==> src/rtl/sd_cmd_sequencer.sv <==
// sd_cmd_sequencer
//   Turns one SD command request (6-bit index + 32-bit argument) into a 6-byte
//   SPI command frame, feeds it to the byte-level SPI engine one transaction at
//   a time, then polls with 0xFF bytes until an R1 byte (MSB = 0) comes back or
//   POLL_MAX polls have been spent.
//   Optional feature macro: SDCMD_CRC7_EN
//     defined   -> CRC7 of bytes 0..4 is computed serially during their LOAD
//                  cycles and sent as {crc7,1'b1} in byte 5.
//     undefined -> byte 5 comes from a fixed table (CMD0 -> 0x95, CMD8 -> 0x87,
//                  anything else -> 0x01); no CRC logic is built.
module sd_cmd_sequencer #(
  parameter int unsigned DATA_WIDTH = 8,
  parameter int unsigned POLL_MAX   = 8,
  parameter logic [2:0]  CLKDIV_RST = 3'b100
) (
  input  logic                      sdcmd_clk_i,
  input  logic                      sdcmd_rst_ni,
  input  logic                      cmd_start_i,
  input  logic [5:0]                cmd_index_i,
  input  logic [31:0]               cmd_arg_i,
  input  logic [2:0]                cfg_clkdiv_i,
  output logic                      cmd_busy_o,
  output logic                      cmd_done_o,
  output logic [7:0]                cmd_resp_o,
  output logic                      cmd_timeout_o,
  output logic [DATA_WIDTH-1:0]     spi_data_o,
  output logic [5:0]                spi_statusreg_o,
  input  logic                      spi_doneflag_i,
  input  logic [2*DATA_WIDTH-1:0]   spi_data_i
);

  localparam int unsigned    PCW          = $clog2(POLL_MAX + 1);
  localparam logic [PCW-1:0] POLL_LAST_M1 = PCW'(POLL_MAX - 1);
  // byte_cnt value that marks the polling phase (all 6 frame bytes sent)
  localparam logic [2:0]     FRAME_LEN    = 3'd6;

  typedef enum logic [2:0] {
    S_IDLE = 3'd0,
    S_LOAD = 3'd1,
    S_REQ  = 3'd2,
    S_WAIT = 3'd3,
    S_POLL = 3'd4,
    S_DONE = 3'd5
  } state_e;

  state_e                  state_q, state_d;
  logic [5:0]              idx_q, idx_d;
  logic [31:0]             arg_q, arg_d;
  logic [2:0]              clkdiv_q, clkdiv_d;
  logic [2:0]              byte_cnt_q, byte_cnt_d;
  logic [PCW-1:0]          poll_cnt_q, poll_cnt_d;
  logic                    busy_q, busy_d;
  logic                    done_q, done_d;
  logic [7:0]              resp_q, resp_d;
  logic                    timeout_q, timeout_d;
  logic [DATA_WIDTH-1:0]   data_q, data_d;
  logic                    op_q, op_d;
  logic                    flag_prev_q;

  logic [7:0]              frame_byte;
  logic [7:0]              byte5;
  logic [7:0]              rx_hi;
  logic [7:0]              rx_lo;
  logic                    flag_rise;

`ifdef SDCMD_CRC7_EN
  logic [6:0]              crc_q, crc_d;

  // One byte of CRC7 (x^7 + x^3 + 1), MSB first.
  function automatic logic [6:0] crc7_byte(input logic [6:0] crc_in, input logic [7:0] din);
    logic [6:0] c;
    logic       fb;
    c = crc_in;
    for (int i = 7; i >= 0; i--) begin
      fb = din[i] ^ c[6];
      c  = {c[5:0], 1'b0} ^ (fb ? 7'h09 : 7'h00);
    end
    return c;
  endfunction

  assign byte5 = {crc_q, 1'b1};
`else
  assign byte5 = (idx_q == 6'd0) ? 8'h95 :
                 (idx_q == 6'd8) ? 8'h87 : 8'h01;
`endif

  assign rx_hi     = spi_data_i[2*DATA_WIDTH-1 -: 8];
  assign rx_lo     = spi_data_i[7:0];
  assign flag_rise = spi_doneflag_i & ~flag_prev_q;

  // Byte selected by byte_cnt; counts past the frame read back as the 0xFF poll filler.
  always_comb begin
    frame_byte = 8'hFF;
    case (byte_cnt_q)
      3'd0:    frame_byte = {2'b01, idx_q};
      3'd1:    frame_byte = arg_q[31:24];
      3'd2:    frame_byte = arg_q[23:16];
      3'd3:    frame_byte = arg_q[15:8];
      3'd4:    frame_byte = arg_q[7:0];
      3'd5:    frame_byte = byte5;
      default: frame_byte = 8'hFF;
    endcase
  end

  // Next-state and next-register logic for the command sequencer.
  always_comb begin
    state_d    = state_q;
    idx_d      = idx_q;
    arg_d      = arg_q;
    clkdiv_d   = clkdiv_q;
    byte_cnt_d = byte_cnt_q;
    poll_cnt_d = poll_cnt_q;
    busy_d     = busy_q;
    done_d     = 1'b0;
    resp_d     = resp_q;
    timeout_d  = timeout_q;
    data_d     = data_q;
    op_d       = op_q;
`ifdef SDCMD_CRC7_EN
    crc_d      = crc_q;
`endif
    case (state_q)
      S_IDLE: begin
        if (cmd_start_i) begin
          idx_d      = cmd_index_i;
          arg_d      = cmd_arg_i;
          clkdiv_d   = cfg_clkdiv_i;
          byte_cnt_d = 3'd0;
          poll_cnt_d = '0;
          busy_d     = 1'b1;
`ifdef SDCMD_CRC7_EN
          crc_d      = 7'd0;
`endif
          state_d    = S_LOAD;
        end
      end
      S_LOAD: begin
        data_d  = DATA_WIDTH'(frame_byte);
        op_d    = 1'b1;
`ifdef SDCMD_CRC7_EN
        if (byte_cnt_q < 3'd5) begin
          crc_d = crc7_byte(crc_q, frame_byte);
        end
`endif
        state_d = S_REQ;
      end
      S_POLL: begin
        data_d  = DATA_WIDTH'(8'hFF);
        op_d    = 1'b1;
        state_d = S_REQ;
      end
      S_REQ: begin
        // A done flag still high from the previous byte is stale; keep the
        // request up until the engine drops the flag to show it has restarted.
        if (!spi_doneflag_i) begin
          op_d    = 1'b0;
          state_d = S_WAIT;
        end
      end
      S_WAIT: begin
        if (flag_rise) begin
          if (byte_cnt_q != FRAME_LEN) begin
            byte_cnt_d = byte_cnt_q + 3'd1;
            state_d    = (byte_cnt_q == 3'd5) ? S_POLL : S_LOAD;
          end else if (!rx_hi[7]) begin
            resp_d    = rx_hi;
            timeout_d = 1'b0;
            busy_d    = 1'b0;
            done_d    = 1'b1;
            state_d   = S_DONE;
          end else if (!rx_lo[7]) begin
            resp_d    = rx_lo;
            timeout_d = 1'b0;
            busy_d    = 1'b0;
            done_d    = 1'b1;
            state_d   = S_DONE;
          end else if (poll_cnt_q == POLL_LAST_M1) begin
            poll_cnt_d = poll_cnt_q + PCW'(1);
            resp_d     = 8'hFF;
            timeout_d  = 1'b1;
            busy_d     = 1'b0;
            done_d     = 1'b1;
            state_d    = S_DONE;
          end else begin
            poll_cnt_d = poll_cnt_q + PCW'(1);
            state_d    = S_LOAD;
          end
        end
      end
      S_DONE: begin
        state_d = S_IDLE;
      end
      default: begin
        state_d = S_IDLE;
      end
    endcase
  end

  // State and datapath registers; reset aborts any command in flight.
  always_ff @(posedge sdcmd_clk_i or negedge sdcmd_rst_ni) begin
    if (!sdcmd_rst_ni) begin
      state_q     <= S_IDLE;
      idx_q       <= 6'd0;
      arg_q       <= 32'd0;
      clkdiv_q    <= CLKDIV_RST;
      byte_cnt_q  <= 3'd0;
      poll_cnt_q  <= '0;
      busy_q      <= 1'b0;
      done_q      <= 1'b0;
      resp_q      <= 8'h00;
      timeout_q   <= 1'b0;
      data_q      <= {DATA_WIDTH{1'b1}};
      op_q        <= 1'b0;
      flag_prev_q <= 1'b0;
`ifdef SDCMD_CRC7_EN
      crc_q       <= 7'd0;
`endif
    end else begin
      state_q     <= state_d;
      idx_q       <= idx_d;
      arg_q       <= arg_d;
      clkdiv_q    <= clkdiv_d;
      byte_cnt_q  <= byte_cnt_d;
      poll_cnt_q  <= poll_cnt_d;
      busy_q      <= busy_d;
      done_q      <= done_d;
      resp_q      <= resp_d;
      timeout_q   <= timeout_d;
      data_q      <= data_d;
      op_q        <= op_d;
      flag_prev_q <= spi_doneflag_i;
`ifdef SDCMD_CRC7_EN
      crc_q       <= crc_d;
`endif
    end
  end

  assign cmd_busy_o      = busy_q;
  assign cmd_done_o      = done_q;
  assign cmd_resp_o      = resp_q;
  assign cmd_timeout_o   = timeout_q;
  assign spi_data_o      = data_q;
  assign spi_statusreg_o = {clkdiv_q, 1'b1, 1'b1, op_q};

endmodule

==> config.mk <==
export PLATFORM = sky130hd
export DESIGN_NAME = sd_cmd_sequencer
export DESIGN_NICKNAME = d
export VERILOG_FILES = /design/src/rtl/sd_cmd_sequencer.sv
export SDC_FILE = /design/constraint.sdc
export NUM_CORES = 1
export LEC_CHECK = 0
export BUFFER_PORTS_ARGS = -buffer_cell sky130_fd_sc_hd__buf_2
export CORE_UTILIZATION = 47
export DETAILED_ROUTE_END_ITERATION = 8
export GPL_TIMING_DRIVEN = 0
export PLACE_DENSITY = 0.75
export SLEW_MARGIN = 25
export SYNTH_ARGS = -nofsm -noshare
export SYNTH_HDL_FRONTEND = slang
export SYNTH_SLANG_ARGS = --single-unit
export TNS_END_PERCENT = 100
==> constraint.sdc <==
create_clock -name sdcmd_clk_i -period 1.9 [get_ports sdcmd_clk_i]
set_clock_uncertainty 0.05 [all_clocks]
set_input_delay 0.095 -clock sdcmd_clk_i [delete_from_list [all_inputs] [get_ports sdcmd_clk_i]]
set_output_delay 0.095 -clock sdcmd_clk_i [all_outputs]
set_load 0.1 [all_outputs]
## Word-level counts from Yosys, hierarchy flattened

Cells that the tools add are included.

- Add/sub/neg operators: 2
- Reductions and logical operators: 14
- Equality and inequality tests: 21
- Bitwise gates (word level): 3
- Mux-type cells: 44

Operators with widths:

| cell | number |
|---|---|
| $pmux W8 S6 | 1 |
| $mux W8 | 5 |
| $mux W3 | 11 |
| $mux W4 | 5 |
| $mux W1 | 16 |
| $pmux W8 S2 | 1 |
| $ne A2 B2 Y1 const B | 7 |
| $eq A3 B2 Y1 const B | 4 |
| $pmux W3 S4 | 1 |
| $eq A3 B3 Y1 const B | 3 |
| $pmux W4 S2 | 1 |
| $reduce_and A4 Y1 | 2 |
| $eq A3 B1 Y1 const B | 2 |
| $eq A6 B4 Y1 const B | 1 |
| $logic_not A3 Y1 | 2 |
| $logic_not A6 Y1 | 1 |
| $pmux W3 S2 | 1 |
| $reduce_and A6 Y1 | 1 |
| $reduce_bool A2 Y1 | 3 |
| $reduce_and A5 Y1 | 1 |
| $add A4 B1 Y4 const B | 1 |
| $eq A4 B3 Y1 const B | 1 |
| $ne A4 B4 Y1 const B | 1 |
| $pmux W1 S2 | 2 |
| 8 further kinds | 10 |

- Output and inout port bits: 25
- Flip-flop bits (word level): 72

## Logic depth before layout (Yosys ltp)

Gate-level depths: netlist of the first run.

- Word-level depth: 7
- Depth in mapped cells: 8
- Mapped depth without buffers: 6

## Least setup slack after synthesis of the first run

Ideal clock, no wire load.

- Path type: reg-to-reg
- Start: reg byte_cnt_q[2]
- End: reg data_q[4], in the netlist spi_data_o[4]
- Path slack: -0.184 ns
- Period minus slack after synthesis: 2.084 ns
- Stages on the path, launching flop included: 8
- Arrival: 1.973 ns
- Required time: 1.789 ns
- Cells stage by stage: dfrtp_1 clkbuf_1 inv_1 ha_1 clkbuf_1 o41a_1 o2111ai_1 o21a_1

- Cells in the longest elaborated chain, start to end: 3
- Elaborated cells on any way between the ends: 8
- Those cells by class: 5 x eq/ne; 2 x mux; 1 x reduce/logical

RTL lines:

| item | line | text |
|---|---|---|
| from (decl) | 50 | `logic [2:0] byte_cnt_q, byte_cnt_d;` |
| from (signal assigned) | 223 | `byte_cnt_q <= byte_cnt_d;` |
| $eq A3 B3 Y1, or another cell as far along | 94 | `case (byte_cnt_q)` |
| $pmux W8 S6 (*) | 94 |  |
| $pmux W8 S2 (*) | 122 | `case (state_q)` |
| to (signal assigned) | 212 | `data_q <= {DATA_WIDTH{1'b1}};` |
| to (signal assigned) | 229 | `data_q <= data_d;` |
| to (decl) | 56 | `logic [DATA_WIDTH-1:0] data_q, data_d;` |

Every way passes the cells marked *; elsewhere a longest branch is shown, timed or not.
A chain may end at the register's enable or synchronous reset.

## Final worst setup path of the first run

- Start: reg state_q[0]
- End: reg poll_cnt_q[3]

- Cells in the longest elaborated chain, start to end: 3
- Elaborated cells on any way between the ends: 10
- Those cells by class: 6 x eq/ne; 1 x mux; 3 x reduce/logical

RTL lines:

| item | line | text |
|---|---|---|
| from (decl) | 46 | `state_e state_q, state_d;` |
| from (signal assigned) | 219 | `state_q <= state_d;` |
| $eq A3 B2 Y1 / $logic_not A3 Y1 (equally long branches) | 122 |  |
| $ne A2 B2 Y1 (no source line) / $reduce_bool A2 Y1 (equally long branches) | n/a |  |
| $reduce_and A6 Y1 (no source line) | n/a |  |
| to (signal assigned) | 224 | `poll_cnt_q <= poll_cnt_d;` |
| to (decl) | 51 | `logic [PCW-1:0] poll_cnt_q, poll_cnt_d;` |

Several ways; a longest one is shown, not always the timed one.

==> summary.md, run 1 <==
| Metric | Value |
|---|---|
| Synth area leader | `dfrtp_1` |
| Clock group share of total power | `13.4%` |
| CTS H-tree depth | `3` |
| DRC viols | `0` |
| Critical path arrival | `2.04 ns` |
| Fin. Hold Viols | `0` |
| Least-Margin Pin Slew | `0.6447 ns` |
| Syn avg cell area | `12.07 um2` |
| Int Power | `4.239 mW` |
| PwrDens | `1714 nW/um2` |
| Initial core utilization | `48.41%` |
| Outcome | `finished clean` |
| Layout cells sized above 1 | `46.48%` |
| FP Rows | `30` |
| GRT Overall Usage | `22.93%` |
| Routed WL | `8111 um` |
| Ys async rst share | `100.0%` |
| Setup TNS | `0 ns` |
| CTS tree | `done` |
| Chip height | `85.42 um` |
| Mapped Area | `3271 um2` |
| Yosys warns | `0` |
| Vias per inst | `5.348` |
| Initial antenna violation count | `0` |
| Setup violators final | `0` |
| Num CTS Buffers | `9` |
| Number of global-route vias before repair | `2,647` |
| Number of flops mapped to enable cells by yosys | `0` |
| Die ar. | `7297 um2` |
| Area share of the leading cell type in the synthesized netlist | `47.44%` |
| Slew HR | `56.86%` |
| Post-DP HPWL | `4962 um` |
| 1st-iter DRT viols | `181` |
| Clock Latency Late Sink | `0.34 ns` |
| Largest net degree at the start of global routing | `46` |
| Combinational share of power | `52.9%` |
| Routed via count | `2,706` |
| Reg clk slew, reported paths | `0.07 ns` |
| Placer Congestion | `0.8114` |
| Hold Crit Depth | `3` |
| Min Tclk post-route | `1.864 ns` |
| Seq pwr share | `33.7%` |
| Worst endpoint required time | `2.08 ns` |
| Layout Utilization | `68.76%` |
| Final std cells w/o fill | `506` |
| Register area share after synthesis | `54.67%` |
| Sw Ratio | `46.75%` |
| Largest cells by area after synthesis | `dfrtp_1, mux2_2, dfstp_2` |
| ANT cells | `0` |
| Hold WC Path Type | `in2reg` |
| Cells after synthesis | `271` |
| Ports | `86` |
| FF+latch count, synth | `71` |
| Fin. max-slew vios | `0` |
| Max Fclk | `536.6 MHz` |
| Post-DRT Antenna Nets | `0` |
| # clock sinks | `71` |
| Pre-Repair DR Iteration Count | `4` |
| Net Sw Power | `3.721 mW` |
| Area grow syn2layout | `42.04%` |
| Placed insts | `435` |
| Max Buffers Root-to-Sink | `2` |
| Worst R2R Path Depth | `5` |
| Overflow after GRT | `0` |
| Nets@finish | `488` |
| DR WL/cell | `16.03 um` |
| Worst Setup Start Kind | `flip-flop` |
| Final worst-path cycle share | `98.09%` |
| Main synth FF type | `dfrtp_1` |
| CTS root buffer | `clkbuf_8` |
| Crit end category | `flip-flop` |
| Max_cap viols | `0` |
| WS Path Type | `reg2reg` |
| Core area | `6756 um2` |
| Crit path max fanout | `7` |
| First-pass GRT wire length | `12,680 um` |
| Fillers | `510` |
| IO Port Bufs | `82` |
| Die extent in x | `85.42 um` |
| P_leak | `2.155 nW` |
| Post-synth cell types | `47` |
| Maximum VDD drop | `0.001029 V` |
final timing paths:
kind / start / endpoint / slack [ns]
min in group asynchronous: sdcmd_rst_ni / flag_prev_q$_DFF_PN0_ / 0.16
min: spi_data_i[6] / cmd_resp_o[6]$_DFFE_PN0P_ / 0.02
min reg2reg: cmd_resp_o[4]$_DFFE_PN0P_ / cmd_resp_o[4]$_DFFE_PN0P_ / 0.44
max reg2reg: state_q[0]$_DFFE_PN0P_ / poll_cnt_q[3]$_DFFE_PN0P_ / 0.04
max in group asynchronous: sdcmd_rst_ni / spi_data_o[4]$_DFFE_PN1P_ / 1.03
max: state_q[0]$_DFFE_PN0P_ / poll_cnt_q[3]$_DFFE_PN0P_ / 0.04
critical path, stage by stage, from the launching register on:
cell and delay [ns]:
dfrtp_1 0.38, buf_6 0.13, or3b_4 0.40, a221oi_4 0.31, nand4_1 0.15, mux2_4 0.32
area by class of cell:
cell class / count / area (um2) / share of cell area, %
Sequential cell: 71 / 1790 / 38.54
Multi-Input combinational cell: 172 / 1418 / 30.51
Timing Repair Buffer: 142 / 993.5 / 21.38
Clock buffer: 15 / 166.4 / 3.582
Buffer: 16 / 135.1 / 2.909
Tap cell: 80 / 100.1 / 2.155
Inverter: 9 / 37.54 / 0.8080
Clock inverter: 1 / 5.005 / 0.1077
synth_stat cells (all sizes together), types with 2 or more instances:
| library cell | number |
|---|---|
| dfstp | 9 |
| and2 | 2 |
| a22o | 3 |
| a31oi | 6 |
| o22ai | 8 |
| nor2 | 13 |
| buf | 13 |
| o21a | 3 |
| nand4 | 2 |
| inv | 9 |
| a221oi | 2 |
| a222oi | 6 |
| o21ai | 17 |
| ha | 6 |
| mux2 | 47 |
| a21o | 3 |
| nand2 | 17 |
| o2111ai | 2 |
| and3b | 2 |
| nand3 | 2 |
| a21oi | 7 |
| clkbuf | 7 |
| dfrtp | 62 |
| a22oi | 2 |
| nand2b | 2 |
| nor2b | 4 |
through the flow:
step           power (mW)  area [um2]  worst slack (ns)  hold slack (ns)
2_1_floorplan       5.754        3277           0.03444          -0.2506
3_3_place_gp        6.390        3787           -0.4114           0.2038
3_5_place_dp        6.494        3817           -0.4555        -0.006025
4_1_cts             7.775        4528          0.004869        0.0008973
5_1_grt             8.373        4646          -0.01556          0.02788
6_report            7.961        4646           0.03633          0.01784
per-layer routing:
| layer | vias to the layer above | track usage, % | routed length, um |
|---|---|---|---|
| li1 | 1284 | - | - |
| met1 | 1308 | 29.82 | 3395 |
| met2 | 99 | 37.53 | 4100 |
| met3 | 15 | 4.280 | 468 |
| met4 | 0 | 10.15 | 146 |
| met5 | - | 0 | 0 |
flip-flops by register name (all words and copies together), names as in the netlist:
name	cells
spi_data_o	8
cmd_done_o	1
idx_q	6
poll_cnt_q	4
flag_prev_q	1
cmd_busy_o	1
state_q	3
op_q	1
cmd_resp_o	8
byte_cnt_q	3
arg_q	32
clkdiv_q	3
cells in the final DEF (no fill, tap or decap), types with 3 or more instances in the layout:
| cell type | instances |
|---|---|
| a21oi_1 | 7 |
| a222oi_1 | 6 |
| a22o_1 | 3 |
| a31oi_1 | 5 |
| buf_2 | 82 |
| buf_4 | 21 |
| buf_6 | 5 |
| clkbuf_1 | 6 |
| clkbuf_8 | 12 |
| dfrtp_1 | 60 |
| dfstp_2 | 9 |
| dlygate4sd3_1 | 44 |
| ha_4 | 3 |
| inv_1 | 7 |
| mux2_2 | 46 |
| nand2_1 | 17 |
| nor2_1 | 12 |
| nor2b_1 | 3 |
| o21a_1 | 3 |
| o21ai_0 | 17 |
| o22ai_1 | 8 |
repair_timing:
action	in CTS	in global routing
pin swaps	3	6
cloned	0	0
endpoints found under the hold margin	107	0
endpoints found under the setup margin	48	50
hold buffers	44	0
buffers inserted	7	8
resized for setup	15	17
power groups by stage:
stage	Clock [mW]	Sequential, mW	Combinational, mW
after floorplan	0	4.10	1.66
after global placement	0	2.66	3.73
after detailed placement	0	2.69	3.80
after CTS	1.09	2.65	4.03
after global routing	1.16	2.77	4.44
final	1.07	2.68	4.21
cells by family after synthesis:
| logic type | share of synthesized area (%) |
|---|---|
| AOI/OAI and AO/OA | 13.89 |
| xor gates and xnor gates | 0.2678 |
| adders and majority gates | 2.295 |
| buffers and inverters | 4.399 |
| DFF | 54.67 |
| muxes | 16.49 |
| other | 0.1147 |
| and+or+nand+nor | 7.881 |
No activity file was read; power rests on OpenSTA's default activity.
==> run 2: changes to the inputs <==
--- a/config.mk
+++ b/config.mk
@@ -7,6 +7,7 @@
 export LEC_CHECK = 0
 export BUFFER_PORTS_ARGS = -buffer_cell sky130_fd_sc_hd__buf_2
 export CORE_UTILIZATION = 47
+export CTS_BUF_LIST = sky130_fd_sc_hd__clkbuf_16
 export DETAILED_ROUTE_END_ITERATION = 8
 export GPL_TIMING_DRIVEN = 0
 export PLACE_DENSITY = 0.75
==> summary.md, run 2 (synthesis results as in run 1) <==
| Metric | Value |
|---|---|
| CTS H-tree depth | `3 (unchanged)` |
| Worst flop-to-flop path startpoint | `state_q[0]$_DFFE_PN0P_` |
| Fin Hold WS | `0.02134 ns (+0.003501 ns)` |
| Chip height | `85.42 um (unchanged)` |
| Largest register FFs | `32 (unchanged)` |
| Max Buffers Root-to-Sink | `2 (unchanged)` |
| Area grow syn2layout | `42.73%` |
| Largest net degree at the start of global routing | `46 (unchanged)` |
| Routed WL | `8032 um (-0.97%)` |
| Crit end category | `flip-flop` |
| # clock sinks | `71 (unchanged)` |
| Die extent in x | `85.42 um (unchanged)` |
| Setup violators final | `0 (unchanged)` |
| HP Start | `spi_data_i[2]` |
| 1st-iter DRT viols | `186 (+2.8%)` |
| Worst endpoint required time | `2.06 ns (-0.02 ns)` |
| PwrDens | `1767 nW/um2 (+3.1%)` |
| Hold Crit Depth | `3 (unchanged)` |
| First-pass GRT wire length | `12,590 um (-0.76%)` |
| Die ar. | `7297 um2 (unchanged)` |
| DRC viols | `0 (unchanged)` |
| Routed via count | `2,728 (+0.81%)` |
| Outcome | `finished clean` |
| R2r setup slk | `0.02 ns (about the same)` |
| Nets@finish | `483 (-1.0%)` |
| P_leak | `2.185 nW (+1.4%)` |
| Crit path max fanout | `10 (+3)` |
| Worst Setup Start Kind | `flip-flop` |
| Post-route cell area | `4668 um2 (+0.48%)` |
| ANT cells | `0 (unchanged)` |
| Pwr Total | `8.247 mW (+3.6%)` |
| Fin. Hold Viols | `0 (unchanged)` |
| Final worst-path cycle share | `98.87% (+0.78 points)` |
| CTS tree | `done` |
| Max Fclk | `532.3 MHz (-0.79%)` |
| Least-Margin Pin Slew | `0.6491 ns (+0.004406 ns)` |
| Num CTS Buffers | `9 (unchanged)` |
| Commonest non-fill, non-tap cells in the layout | `buf_2, dfrtp_1, mux2_2, dlygate4sd3_1` |
| Ports | `86 (unchanged)` |
| Hold Path Sink | `cmd_resp_o[2]$_DFFE_PN0P_` |
| Maximum VDD drop | `0.001063 V (+3.3%)` |
| Core area | `6756 um2 (unchanged)` |
| Layout Utilization | `69.09% (+0.33 points)` |
| DR WL/cell | `16.03 um (about the same)` |
| Setup TNS | `0 ns (unchanged)` |
| Hold WC Path Type | `in2reg` |
| Vias per inst | `5.445 (+1.8%)` |
| Pre-Repair DR Iteration Count | `5 (+1)` |
| Reg clk slew, reported paths | `0.05 ns (-0.02 ns)` |
| Clock Latency Late Sink | `0.33 ns (about the same)` |
| Worst R2R Path Depth | `5 (unchanged)` |
| Layout cells sized above 1 | `44.89% (-1.6 points)` |
| Placer Congestion | `0.8114 (unchanged)` |
| Dpl cell area | `3817 um2 (unchanged)` |
| Fillers | `504 (-1.2%)` |
| Post-DP HPWL | `4962 um (unchanged)` |
| Biggest register | `arg_q` |
| Fin. max-slew vios | `0 (unchanged)` |
| Critical path arrival | `2.04 ns (about the same)` |
| GRT Overall Usage | `22.77% (-0.15 points)` |
| Max_cap viols | `0 (unchanged)` |
| Initial antenna violation count | `0 (unchanged)` |
| RSZ-0062 raised after global routing | `true` |
| Overflow after GRT | `0 (unchanged)` |
| Min Tclk post-route | `1.879 ns (+0.01487 ns)` |
| Worst R2R End | `poll_cnt_q[3]$_DFFE_PN0P_` |
| IO Port Bufs | `82 (unchanged)` |
| Initial core utilization | `48.41% (unchanged)` |
| Slew HR | `56.57% (-0.29 points)` |
| Post-DRT Antenna Nets | `0 (unchanged)` |
| WS Path Type | `reg2reg` |
| Number of global-route vias before repair | `2,628 (-0.72%)` |
| FP Rows | `30 (unchanged)` |
| Most common cell after layout, fill and taps aside | `buf_2` |
| CTS root buffer | `clkbuf_16` |
[run 2: layout make-up]
class	count	area (um2)	share of cell area, %
multi-input combinational	172	1403	30.05
clock inverter	7	27.53	0.5897
timing repair buffer	137	953.4	20.42
inverter	9	33.78	0.7237
sequential	71	1790	38.35
clock buffer	9	225.2	4.824
buffer	16	135.1	2.895
tap	80	100.1	2.144
[run 2: through the flow]
step | std cells | setup slack [ns]
final | 501 | 0.02146
after global routing | 501 | -0.03638
after CTS | 496 | -0.01929
after detailed placement | 435 | -0.4555
after global placement | 434 | -0.4114
after floorplan | 272 | 0.03444
[run 2: how the worst max path moves through the flow]
stage | slack (ns) | cells after the start | to | startpoint
after global routing | -0.04 | 6 | poll_cnt_q[3]$_DFFE_PN0P_ | state_q[2]$_DFFE_PN0P_
final | 0.02 | 5 | poll_cnt_q[3]$_DFFE_PN0P_ | state_q[0]$_DFFE_PN0P_
after global placement | -0.41 | 7 | spi_data_o[4]$_DFFE_PN1P_ | byte_cnt_q[2]$_DFFE_PN0P_
after detailed placement | -0.46 | 7 | spi_data_o[4]$_DFFE_PN1P_ | byte_cnt_q[2]$_DFFE_PN0P_
after CTS | -0.02 | 6 | arg_q[6]$_DFFE_PN0P_ | state_q[2]$_DFFE_PN0P_
after floorplan | 0.03 | 7 | poll_cnt_q[3]$_DFFE_PN0P_ | byte_cnt_q[0]$_DFFE_PN0P_
[run 2: what timing repair did]
item | 4_1_cts | 5_1_grt
setup endpoints to repair | 47 | 51
gates resized for setup | 12 | 18
hold buffers | 43 | 0
buffers inserted | 5 | 6
gates cloned | 0 | 0
pin swaps | 3 | 5
endpoints found under the hold margin | 68 | 0
[run 2: where the power goes]
group          internal (mW)  total (mW)  switching (mW)  leakage, nW
Sequential              2.27        2.69           0.419        0.864
Combinational           1.37        4.12            2.75         1.18
Clock                  0.851        1.44           0.585        0.139
[run 2: critical path: stages (launching register included)]
cell and delay, ns:
dfrtp_1 0.37, buf_6 0.14, or3b_4 0.40, a221oi_4 0.29, nand4_1 0.18, mux2_4 0.33
[run 2: per-layer routing]
metal  up-vias  track usage, %  wire length, um
met5         -               0                0
met4         0           8.333              142
met3        14           5.058              428
met2       106           38.33             4052
met1      1327           28.91             3409
li1       1281               -                -
